`config.mk`:
```
export PLATFORM = sky130hd
export DESIGN_NAME = hmmm_ctrl_flat
export DESIGN_NICKNAME = d
export VERILOG_FILES = /design/src/rtl/hmmm_ctrl_if.sv /design/src/rtl/hmmm_ctrl.sv /design/src/flat_wrapper.sv
export SDC_FILE = /design/constraint.sdc
export NUM_CORES = 1
export LEC_CHECK = 0
export CORE_UTILIZATION = 26
export DETAILED_ROUTE_END_ITERATION = 12
export PLACE_DENSITY = 0.58
export SLEW_MARGIN = 10
export SYNTH_ARGS = -nofsm -noshare
export SYNTH_HDL_FRONTEND = slang
export SYNTH_SLANG_ARGS = --single-unit
```
`constraint.sdc`:
```
create_clock -name clk -period 2.2 [get_ports clk]
set_clock_uncertainty 0.1 [all_clocks]
set_input_delay 0.44 -clock clk [delete_from_list [all_inputs] [get_ports clk]]
set_output_delay 0.44 -clock clk [all_outputs]
set_load 0.05 [all_outputs]
```
`src/rtl/hmmm_ctrl_if.sv`:
```
// Control bundle between the Hmmm sequencer (master) and the datapath/memory (slave).
// HMMM_CTRL_INSTRET_EN adds the retired-instruction count to the bundle.
interface hmmm_ctrl_if;
   logic [15:0] ir_data;
   logic        flag_zero;
   logic        flag_neg;
   logic        mem_ack;
   logic        mem_req;
   logic        mem_we;
   logic        pc_out;
   logic        pc_in;
   logic        pc_inc;
   logic        mar_in;
   logic        ir_in;
   logic        ir_out;
   logic        rf_out;
   logic        rf_in;
   logic [3:0]  rf_sel;
   logic        alu_a_in;
   logic        alu_out;
   logic [3:0]  alu_op;
   logic        halted;
   logic        illegal;
`ifdef HMMM_CTRL_INSTRET_EN
   logic [15:0] instret;
`endif

   modport master (
      input  ir_data, flag_zero, flag_neg, mem_ack,
      output mem_req, mem_we, pc_out, pc_in, pc_inc, mar_in, ir_in, ir_out,
             rf_out, rf_in, rf_sel, alu_a_in, alu_out, alu_op, halted, illegal
`ifdef HMMM_CTRL_INSTRET_EN
      , output instret
`endif
   );

   modport slave (
      output ir_data, flag_zero, flag_neg, mem_ack,
      input  mem_req, mem_we, pc_out, pc_in, pc_inc, mar_in, ir_in, ir_out,
             rf_out, rf_in, rf_sel, alu_a_in, alu_out, alu_op, halted, illegal
`ifdef HMMM_CTRL_INSTRET_EN
      , input instret
`endif
   );
endinterface

```
`src/rtl/hmmm_ctrl.sv`:
```
// Hmmm CPU multi-cycle control sequencer: fetch/decode/execute over a shared 16-bit bus.
// Define HMMM_CTRL_INSTRET_EN to add the 16-bit retired-instruction counter.
module hmmm_ctrl #(
   parameter int ILLEGAL_HALTS = 1
) (
   input  logic        clk,
   input  logic        rst,
   hmmm_ctrl_if.master ctl
);

   typedef enum logic [3:0] {
      FETCH_A,
      FETCH_M,
      DECODE,
      EXEC,
      MEM,
      ALU_WB,
      RA_WB,
      CALL_JMP,
      HALT
   } state_t;

   state_t state, next_state;

   logic [3:0] opcode, rx, ry, low_nib;
   logic [7:0] low_byte;

   logic is_halt, is_illegal, is_setn, is_load, is_store, is_mem_reg;
   logic is_alu, is_branch, is_calln, is_jumpr, taken;

   logic       mem_req, mem_we, pc_out, pc_in, pc_inc, mar_in, ir_in, ir_out;
   logic       rf_out, rf_in, alu_a_in, alu_out, halted;
   logic [3:0] rf_sel, alu_op;
   logic       illegal;

   assign opcode   = ctl.ir_data[15:12];
   assign rx       = ctl.ir_data[11:8];
   assign ry       = ctl.ir_data[7:4];
   assign low_byte = ctl.ir_data[7:0];
   assign low_nib  = ctl.ir_data[3:0];

   // read/write are folded into loadn/storen; the datapath substitutes I/O address 0xFF for opcode 0.
   always_comb begin
      is_halt    = (ctl.ir_data == 16'h0000);
      is_illegal = ((opcode == 4'h0) && (low_byte > 8'h03)) ||
                   ((opcode == 4'h4) && (low_nib > 4'h1));
      is_setn    = (opcode == 4'h1);
      is_load    = (opcode == 4'h2) ||
                   ((opcode == 4'h0) && (low_byte == 8'h01)) ||
                   ((opcode == 4'h4) && (low_nib == 4'h0));
      is_store   = (opcode == 4'h3) ||
                   ((opcode == 4'h0) && (low_byte == 8'h02)) ||
                   ((opcode == 4'h4) && (low_nib == 4'h1));
      is_mem_reg = (opcode == 4'h4);
      is_alu     = (opcode >= 4'h5) && (opcode <= 4'hA);
      is_branch  = (opcode >= 4'hB);
      is_calln   = (opcode == 4'hB) && (rx != 4'h0);
      is_jumpr   = (opcode == 4'h0) && (low_byte == 8'h03);
      taken      = 1'b0;
      case (opcode)
         4'hB:    taken = 1'b1;
         4'hC:    taken = ctl.flag_zero;
         4'hD:    taken = !ctl.flag_zero;
         4'hE:    taken = !ctl.flag_zero && !ctl.flag_neg;
         4'hF:    taken = ctl.flag_neg;
         default: taken = 1'b0;
      endcase
   end

   always_ff @(posedge clk or posedge rst) begin
      if (rst) begin
         state <= FETCH_A;
      end else begin
         state <= next_state;
      end
   end

   // Controls are forced low while rst is high so a pending mem_req drops without waiting for a clock.
   always_comb begin
      next_state = state;
      mem_req    = 1'b0;
      mem_we     = 1'b0;
      pc_out     = 1'b0;
      pc_in      = 1'b0;
      pc_inc     = 1'b0;
      mar_in     = 1'b0;
      ir_in      = 1'b0;
      ir_out     = 1'b0;
      rf_out     = 1'b0;
      rf_in      = 1'b0;
      rf_sel     = 4'h0;
      alu_a_in   = 1'b0;
      alu_out    = 1'b0;
      alu_op     = 4'h0;
      halted     = 1'b0;
      if (!rst) begin
         case (state)
            FETCH_A: begin
               pc_out     = 1'b1;
               mar_in     = 1'b1;
               next_state = FETCH_M;
            end
            FETCH_M: begin
               mem_req = 1'b1;
               if (ctl.mem_ack) begin
                  ir_in      = 1'b1;
                  pc_inc     = 1'b1;
                  next_state = DECODE;
               end
            end
            DECODE: begin
               if (is_halt) begin
                  next_state = HALT;
               end else if (is_illegal) begin
                  next_state = (ILLEGAL_HALTS != 0) ? HALT : FETCH_A;
               end else begin
                  next_state = EXEC;
               end
            end
            EXEC: begin
               next_state = FETCH_A;
               if (is_setn) begin
                  ir_out = 1'b1;
                  rf_in  = 1'b1;
                  rf_sel = rx;
               end else if (is_load || is_store) begin
                  mar_in     = 1'b1;
                  next_state = MEM;
                  if (is_mem_reg) begin
                     rf_sel = ry;
                     rf_out = 1'b1;
                  end else begin
                     ir_out = 1'b1;
                  end
               end else if (is_alu) begin
                  rf_sel     = ry;
                  rf_out     = 1'b1;
                  alu_a_in   = 1'b1;
                  alu_op     = opcode;
                  next_state = ALU_WB;
               end else if (is_calln) begin
                  rf_sel     = rx;
                  next_state = RA_WB;
               end else if (is_branch) begin
                  rf_sel = rx;
                  if (taken) begin
                     ir_out = 1'b1;
                     pc_in  = 1'b1;
                  end
               end else if (is_jumpr) begin
                  rf_sel = rx;
                  rf_out = 1'b1;
                  pc_in  = 1'b1;
               end
            end
            MEM: begin
               mem_req = 1'b1;
               rf_sel  = rx;
               if (is_store) begin
                  mem_we = 1'b1;
                  rf_out = 1'b1;
               end
               if (ctl.mem_ack) begin
                  rf_in      = !is_store;
                  next_state = FETCH_A;
               end
            end
            ALU_WB: begin
               alu_out    = 1'b1;
               alu_op     = opcode;
               rf_in      = 1'b1;
               rf_sel     = rx;
               next_state = FETCH_A;
            end
            RA_WB: begin
               pc_out     = 1'b1;
               rf_in      = 1'b1;
               rf_sel     = rx;
               next_state = CALL_JMP;
            end
            CALL_JMP: begin
               ir_out     = 1'b1;
               pc_in      = 1'b1;
               next_state = FETCH_A;
            end
            HALT: begin
               halted     = 1'b1;
               next_state = HALT;
            end
            default: next_state = FETCH_A;
         endcase
      end
   end

   always_ff @(posedge clk or posedge rst) begin
      if (rst) begin
         illegal <= 1'b0;
      end else if ((state == DECODE) && is_illegal) begin
         illegal <= 1'b1;
      end
   end

`ifdef HMMM_CTRL_INSTRET_EN
   logic        retire;
   logic [15:0] instret;

   // Only the last state of a completed instruction hands back to FETCH_A; DECODE's illegal skip does not count.
   assign retire = (next_state == FETCH_A) &&
                   ((state == EXEC) || (state == MEM) || (state == ALU_WB) || (state == CALL_JMP));

   always_ff @(posedge clk or posedge rst) begin
      if (rst) begin
         instret <= 16'h0000;
      end else if (retire) begin
         instret <= instret + 16'h0001;
      end
   end

   assign ctl.instret = instret;
`endif

   assign ctl.mem_req  = mem_req;
   assign ctl.mem_we   = mem_we;
   assign ctl.pc_out   = pc_out;
   assign ctl.pc_in    = pc_in;
   assign ctl.pc_inc   = pc_inc;
   assign ctl.mar_in   = mar_in;
   assign ctl.ir_in    = ir_in;
   assign ctl.ir_out   = ir_out;
   assign ctl.rf_out   = rf_out;
   assign ctl.rf_in    = rf_in;
   assign ctl.rf_sel   = rf_sel;
   assign ctl.alu_a_in = alu_a_in;
   assign ctl.alu_out  = alu_out;
   assign ctl.alu_op   = alu_op;
   assign ctl.halted   = halted;
   assign ctl.illegal  = illegal;

endmodule
```
`src/flat_wrapper.sv`:
```
// flat-port wrapper written by rule: the top's interface ports become plain ports
module hmmm_ctrl_flat 
#(
   parameter int ILLEGAL_HALTS = 1
)
  (clk, rst, ctl_ir_data, ctl_flag_zero, ctl_flag_neg, ctl_mem_ack, ctl_mem_req, ctl_mem_we, ctl_pc_out, ctl_pc_in, ctl_pc_inc, ctl_mar_in, ctl_ir_in, ctl_ir_out, ctl_rf_out, ctl_rf_in, ctl_rf_sel, ctl_alu_a_in, ctl_alu_out, ctl_alu_op, ctl_halted, ctl_illegal);
  hmmm_ctrl_if ctl_i ();
  input  logic clk;
  input  logic rst;
  input wire logic [$bits(ctl_i.ir_data)-1:0] ctl_ir_data;
  input wire logic [$bits(ctl_i.flag_zero)-1:0] ctl_flag_zero;
  input wire logic [$bits(ctl_i.flag_neg)-1:0] ctl_flag_neg;
  input wire logic [$bits(ctl_i.mem_ack)-1:0] ctl_mem_ack;
  output wire logic [$bits(ctl_i.mem_req)-1:0] ctl_mem_req;
  output wire logic [$bits(ctl_i.mem_we)-1:0] ctl_mem_we;
  output wire logic [$bits(ctl_i.pc_out)-1:0] ctl_pc_out;
  output wire logic [$bits(ctl_i.pc_in)-1:0] ctl_pc_in;
  output wire logic [$bits(ctl_i.pc_inc)-1:0] ctl_pc_inc;
  output wire logic [$bits(ctl_i.mar_in)-1:0] ctl_mar_in;
  output wire logic [$bits(ctl_i.ir_in)-1:0] ctl_ir_in;
  output wire logic [$bits(ctl_i.ir_out)-1:0] ctl_ir_out;
  output wire logic [$bits(ctl_i.rf_out)-1:0] ctl_rf_out;
  output wire logic [$bits(ctl_i.rf_in)-1:0] ctl_rf_in;
  output wire logic [$bits(ctl_i.rf_sel)-1:0] ctl_rf_sel;
  output wire logic [$bits(ctl_i.alu_a_in)-1:0] ctl_alu_a_in;
  output wire logic [$bits(ctl_i.alu_out)-1:0] ctl_alu_out;
  output wire logic [$bits(ctl_i.alu_op)-1:0] ctl_alu_op;
  output wire logic [$bits(ctl_i.halted)-1:0] ctl_halted;
  output wire logic [$bits(ctl_i.illegal)-1:0] ctl_illegal;
  assign ctl_i.ir_data = ctl_ir_data;
  assign ctl_i.flag_zero = ctl_flag_zero;
  assign ctl_i.flag_neg = ctl_flag_neg;
  assign ctl_i.mem_ack = ctl_mem_ack;
  assign ctl_mem_req = ctl_i.mem_req;
  assign ctl_mem_we = ctl_i.mem_we;
  assign ctl_pc_out = ctl_i.pc_out;
  assign ctl_pc_in = ctl_i.pc_in;
  assign ctl_pc_inc = ctl_i.pc_inc;
  assign ctl_mar_in = ctl_i.mar_in;
  assign ctl_ir_in = ctl_i.ir_in;
  assign ctl_ir_out = ctl_i.ir_out;
  assign ctl_rf_out = ctl_i.rf_out;
  assign ctl_rf_in = ctl_i.rf_in;
  assign ctl_rf_sel = ctl_i.rf_sel;
  assign ctl_alu_a_in = ctl_i.alu_a_in;
  assign ctl_alu_out = ctl_i.alu_out;
  assign ctl_alu_op = ctl_i.alu_op;
  assign ctl_halted = ctl_i.halted;
  assign ctl_illegal = ctl_i.illegal;
  hmmm_ctrl #(.ILLEGAL_HALTS(ILLEGAL_HALTS)) u_core (.clk(clk), .rst(rst), .ctl(ctl_i));
endmodule
```
# --- Yosys cells after proc, flatten, opt, wreduce, memory -nomap -nowiden ---
# Index checks and enable logic that the tools add are counted.
op_classes:
  n_lt_le_gt_ge: 5
  n_eq_ne: 23
  mux: 76
  bitwise: 1
  reduce_logical: 30
op_table:
  columns: ["cell", "count"]
  rows:
  - ["4-bit 2-to-1 mux", 19]
  - ["1-bit 2-to-1 mux", 47]
  - ["4-bit one-hot mux with 7 select lines", 1]
  - ["4-bit equality test, second input constant", 6]
  - ["4-bit by 3-bit equality test with 1-bit output, second input constant", 5]
  - ["4-bit by 2-bit equality test with 1-bit output, second input constant", 4]
  - ["8-bit by 2-bit equality test with 1-bit output, second input constant", 2]
  - ["16-bit zero test", 1]
  - ["4-bit one-hot mux with 2 select lines", 2]
  - ["4-bit by 1-bit equality test with 1-bit output, second input constant", 3]
  - ["4-bit zero test", 3]
  - ["1-bit logical AND", 11]
  - ["8-bit by 1-bit equality test with 1-bit output, second input constant", 1]
  - ["8-bit by 2-bit greater-than comparator with 1-bit output, second input constant", 1]
  - ["1-bit one-hot mux with 2 select lines", 4]
  - ["1-bit logical OR", 6]
  - ["2-bit OR reduction", 3]
  - ["1-bit one-hot mux with 5 select lines", 1]
  - ["4-bit by 3-bit greater-or-equal comparator with 1-bit output, second input constant", 1]
  - ["4-bit greater-or-equal comparator, second input constant", 1]
  - ["4-bit by 1-bit greater-than comparator with 1-bit output, second input constant", 1]
  - ["4-bit less-or-equal comparator, second input constant", 1]
  - ["2-bit inequality test, second input constant", 2]
  - ["4-bit nonzero test", 1]
  - ["6 further kinds", 8]
totals:
  ff_bits: 5
  out_inout_bits: 22

# --- Depth between registers and ports, before layout ---
logic_depth:
  ltp_word: 11
  ltp_mapped: 6
  mapped_depth_nobuf: 5

# --- Worst setup path before layout ---
# No wires, ideal clock.
synth_timing:
  path_kind: "input -> output"
  startpoint: "in ctl_ir_data[13]"
  endpoint: "out ctl_rf_in"
  t_arrival_ns: 2.698
  t_required_ns: 1.660
  path_slack_ns: -1.038
  cell_stages: 6
  path_buffers: 1
  path_cell_list: "nor4_2 > and3_1 > buf_4 > a31oi_1 > a31oi_1 > nor4_1"
synth_between:
  elab_chain_len: 8
synth_rtl:
  columns: ["element", "line_no", "source"]
  rows:
  - ["start, declared", "flat_wrapper.sv:10", "input wire logic [$bits(ctl_i.ir_data)-1:0] ctl_ir_data;"]
  - ["4-bit zero test", "hmmm_ctrl.sv:52", "((opcode == 4'h0) && (low_byte == 8'h02)) ||"]
  - ["1-bit logical AND", "hmmm_ctrl.sv:52", null]
  - ["1-bit logical OR", "hmmm_ctrl.sv:51", "is_store = (opcode == 4'h3) ||"]
  - ["1-bit logical OR", "hmmm_ctrl.sv:52", null]
  - ["1-bit zero test", "hmmm_ctrl.sv:164", "rf_in = !is_store;"]
  - ["1-bit 2-to-1 mux", "hmmm_ctrl.sv:163", "if (ctl.mem_ack) begin"]
  - ["1-bit one-hot mux with 3 select lines (*)", "hmmm_ctrl.sv:97", "case (state)"]
  - ["1-bit 2-to-1 mux (*)", "hmmm_ctrl.sv:96", "if (!rst) begin"]
  - ["end, declared", "flat_wrapper.sv:23", "output wire logic [$bits(ctl_i.rf_in)-1:0] ctl_rf_in;"]
# Every way passes the cells marked *; elsewhere a longest branch is shown, timed or not.

# --- Worst setup path in the final report ---
layout_timing:
  startpoint: "in ctl_ir_data[15]"
  endpoint: "out ctl_rf_out"
layout_between:
  elab_chain_len: 10
layout_rtl:
  columns: ["element", "line_no", "source"]
  rows:
  - ["branches (longest 8 deep; another with 4-bit greater-or-equal comparator)", null, null]
  - ["1-bit one-hot mux with 2 select lines (*)", "hmmm_ctrl.sv:97", null]
  - ["1-bit 2-to-1 mux (*)", "hmmm_ctrl.sv:96", null]
  - ["end, declared", "flat_wrapper.sv:22", "output wire logic [$bits(ctl_i.rf_out)-1:0] ctl_rf_out;"]
# Mark *: on every way between the ends.

==> impl_metrics.ini <==
[floorplan]
dieWidth_microns = 67.8
die_height_microns = 67.8
ios = 43
core_sq_mm = 0.00409
die_area_sq_mm = 0.00460
start_util = 0.276
row_count = 23

[flow_run]
drv_cap = 0

[cells_and_area]
diodes = 0
finish.utilization = 0.682
drive_gt1_frac = 0.675
nets = 290
mostFrequentLayoutCells = buf_4, buf_6, buf_12, nor2_1, inv_1
seq_area_sq_um = 126
layout_commonest_cell = buf_4
area_growth_pct = 148
multi_input_area_sq_mm = 0.00125
final_cell_area_sq_mm = 0.00279
nFillCells = 304

[cts]
cts_buffer_depth = 2
cts_hold_buf = 0
htree_levels = 1
cts_root_buf = clkbuf_8
clkLatencyLatePin_ps = 220
cts_buffers = 3
clock_sinks = 5
clk_pin_slew_worst_paths_ps = 40
cts_tree = done

[synthesis]
synth-main-ff-cell = dfrtp_1
syn_inst = 156
yosysSeqAreaShare = 0.111
yosys_warnings = 0
async_flop_share = 1.00
synth_area_sq_mm = 0.00113
syn_nets = 177
avgSynthCellArea_sq_um = 7.22
synth_edf_count = 0
ys_ff_latch = 5
synth_cell_types = 57

[critical_path]
worstReg2RegEnd = u_core.state[0]
path_cells = buf_8 -> or4b_4 -> o22ai_4 -> a31oi_4 -> nor4_4 -> o21bai_4 -> buf_12
r2r_slack_ps = 240
slowest_stage = or4b_4
r2r_start = u_core.state[1]
critical_path.max_stage_delay_ps = 550
cp.arrival_ps = 2050
crit_buf_inv = 2
start_kind = primary input
worstRegToRegCells = 8
worstPathRequired_ps = 1660
path_max_fanout = 7
critical_path.top_delay_family = simple AND/OR/NAND/NOR gates
path_class = in -> out
cp-end-kind = output port
cp_num_cells = 7

[power]
p_seq_frac = 0.082
combPwrFrac = 0.833
leakage_uw = 0.00118
pwr-share-clk = 0.085
swShare = 0.478
vdd_drop_max_uv = 352
p_sw_uw = 955
internal_power_uw = 1040
p_per_area_mw_per_mm2 = 717

[sta]
period_share = 1.18
hold_viol_final = 0
rsz0062_at_grt = true
relSlewSlack = 0.672
drv_slew = 0
fin_ws_ps = -388
max_freq_ghz = 0.386
tightestPinTransition_ps = 490
period_needed_ps = 2590
setup_viol = 15

[grt]
grt_usage = 0.229
grt_pass1_wl_microns = 8130
grt-ovfl-total = 0
antenna_found_initial = 0
grt_max_degree = 18
grt_pass1_vias = 1782

[routing]
first_pass_iters = 4
drt_iter0_drc = 95
drc = 0
vias = 1727
antenna_left = 0
wl_per_cell_microns = 17.2
totalWireLength_microns = 5460
routed_via_density = 5.43

[outcome]
violations = setup timing
status = finished with violations

[placement]
port_buffers = 42
dp_hpwl_microns = 3600
dpl_cell_area_sq_mm = 0.00223
globalplace.congestion = 0.821

[hold_path]
worst_hold_path.num_cells = 1
worstHoldStart = u_core.ctl.illegal
hold_end = u_core.ctl.illegal
hp-class = reg -> reg
-- flip-flops by register name (all words and copies together) (netlist names) --
signal	flops
u_core.state	4
u_core.ctl.illegal	1
-- metal layers --
layer,up-vias,global-route usage,share of wire
met3,14,0.00667,0.039
met2,58,0.448,0.53
li1,810,-,-
met5,-,0,0
met1,845,0.267,0.40
met4,0,0.0625,0.031
-- cell type report --
| class | count | share of cell area |
|---|---|---|
| Timing Repair Buffer | 122 | 0.452 |
| Sequential cell | 5 | 0.0453 |
| Multi-Input combinational cell | 125 | 0.447 |
| Inverter | 12 | 0.0162 |
| Clock buffer | 4 | 0.0162 |
| Tap cell | 50 | 0.0224 |
-- synth_stat cells, types with 2 or more instances --
cell | count | area (sq um)
nor2_1 | 13 | 48.8
inv_1 | 12 | 45.0
a21oi_1 | 8 | 40.0
nor3_1 | 8 | 40.0
nand2_1 | 7 | 26.3
buf_6 | 6 | 67.6
nor2b_1 | 6 | 37.5
o21ai_0 | 6 | 30.0
dfrtp_1 | 5 | 125
nand2b_1 | 5 | 31.3
o22ai_1 | 4 | 25.0
a31oi_1 | 3 | 18.8
and2_1 | 3 | 18.8
and3_1 | 3 | 18.8
buf_2 | 3 | 15.0
nand4_1 | 3 | 18.8
nor4_1 | 3 | 18.8
nor4b_1 | 3 | 26.3
or4b_1 | 3 | 30.0
xnor2_1 | 3 | 26.3
a211oi_1 | 2 | 15.0
a221o_1 | 2 | 20.0
a22oi_1 | 2 | 15.0
a31o_2 | 2 | 17.5
buf_4 | 2 | 15.0
clkbuf_1 | 2 | 7.51
nand3_1 | 2 | 10.0
nor3b_1 | 2 | 15.0
nor4_4 | 2 | 42.5
o21bai_1 | 2 | 15.0
or4_1 | 2 | 15.0
xor2_1 | 2 | 17.5
-- timing repair --
action | CTS | global route
setup endpoints to repair | 21 | 19
pin swaps | 34 | 21
gates resized for setup | 136 | 20
buffers inserted | 35 | 10
gates cloned | 0 | 0
-- power by group through the flow --
stage / registers (uW) / clock network [uW] / logic [uW]
finish: 164 / 171 / 1660
global route: 169 / 179 / 1750
CTS: 158 / 173 / 1540
detailed placement: 153 / 0 / 1310
global placement: 152 / 0 / 1300
floorplan: 181 / 0 / 771
-- stage by stage --
step	setup TNS, ps	cells	setup WS (ps)	hold slack [ps]	total power (uW)
final	-4360	318	-388	384	2000
after global routing	-5370	318	-454	407	2100
after CTS	-4360	315	-489	391	1870
after detailed placement	-13560	287	-893	383	1460
after global placement	-12970	287	-845	357	1450
after floorplan	-3120	156	-667	256	952
-- logic make-up (layout without fill, tap and decap cells) --
logic type,Yosys count,after routing,synth area share
AND/OR/NAND/NOR,75,75,0.428
AO/OA/AOI/OAI,45,45,0.286
buffers and inverters,26,138,0.137
XOR/XNOR,5,5,0.0389
flip-flops,5,5,0.111
-- worst max-delay path by stage --
stage | start | end | slack [ps]
CTS | ctl_ir_data[4] | ctl_rf_sel[3] | -490
global route | ctl_ir_data[5] | ctl_rf_sel[1] | -450
floorplan | ctl_ir_data[1] | ctl_rf_out | -670
detailed placement | ctl_ir_data[13] | ctl_rf_out | -890
finish | ctl_ir_data[15] | ctl_rf_out | -390
global placement | ctl_ir_data[13] | ctl_rf_out | -840
-- worst register-to-register path: stages, from the launching register on --
cell,delay [ps]
dfrtp_1,400
buf_6,150
buf_4,140
buf_4,150
o21bai_1,160
a21oi_1,80
o21ai_0,310
a21oi_2,50
a221o_1,320
No activity file was read; power rests on OpenSTA's default activity.
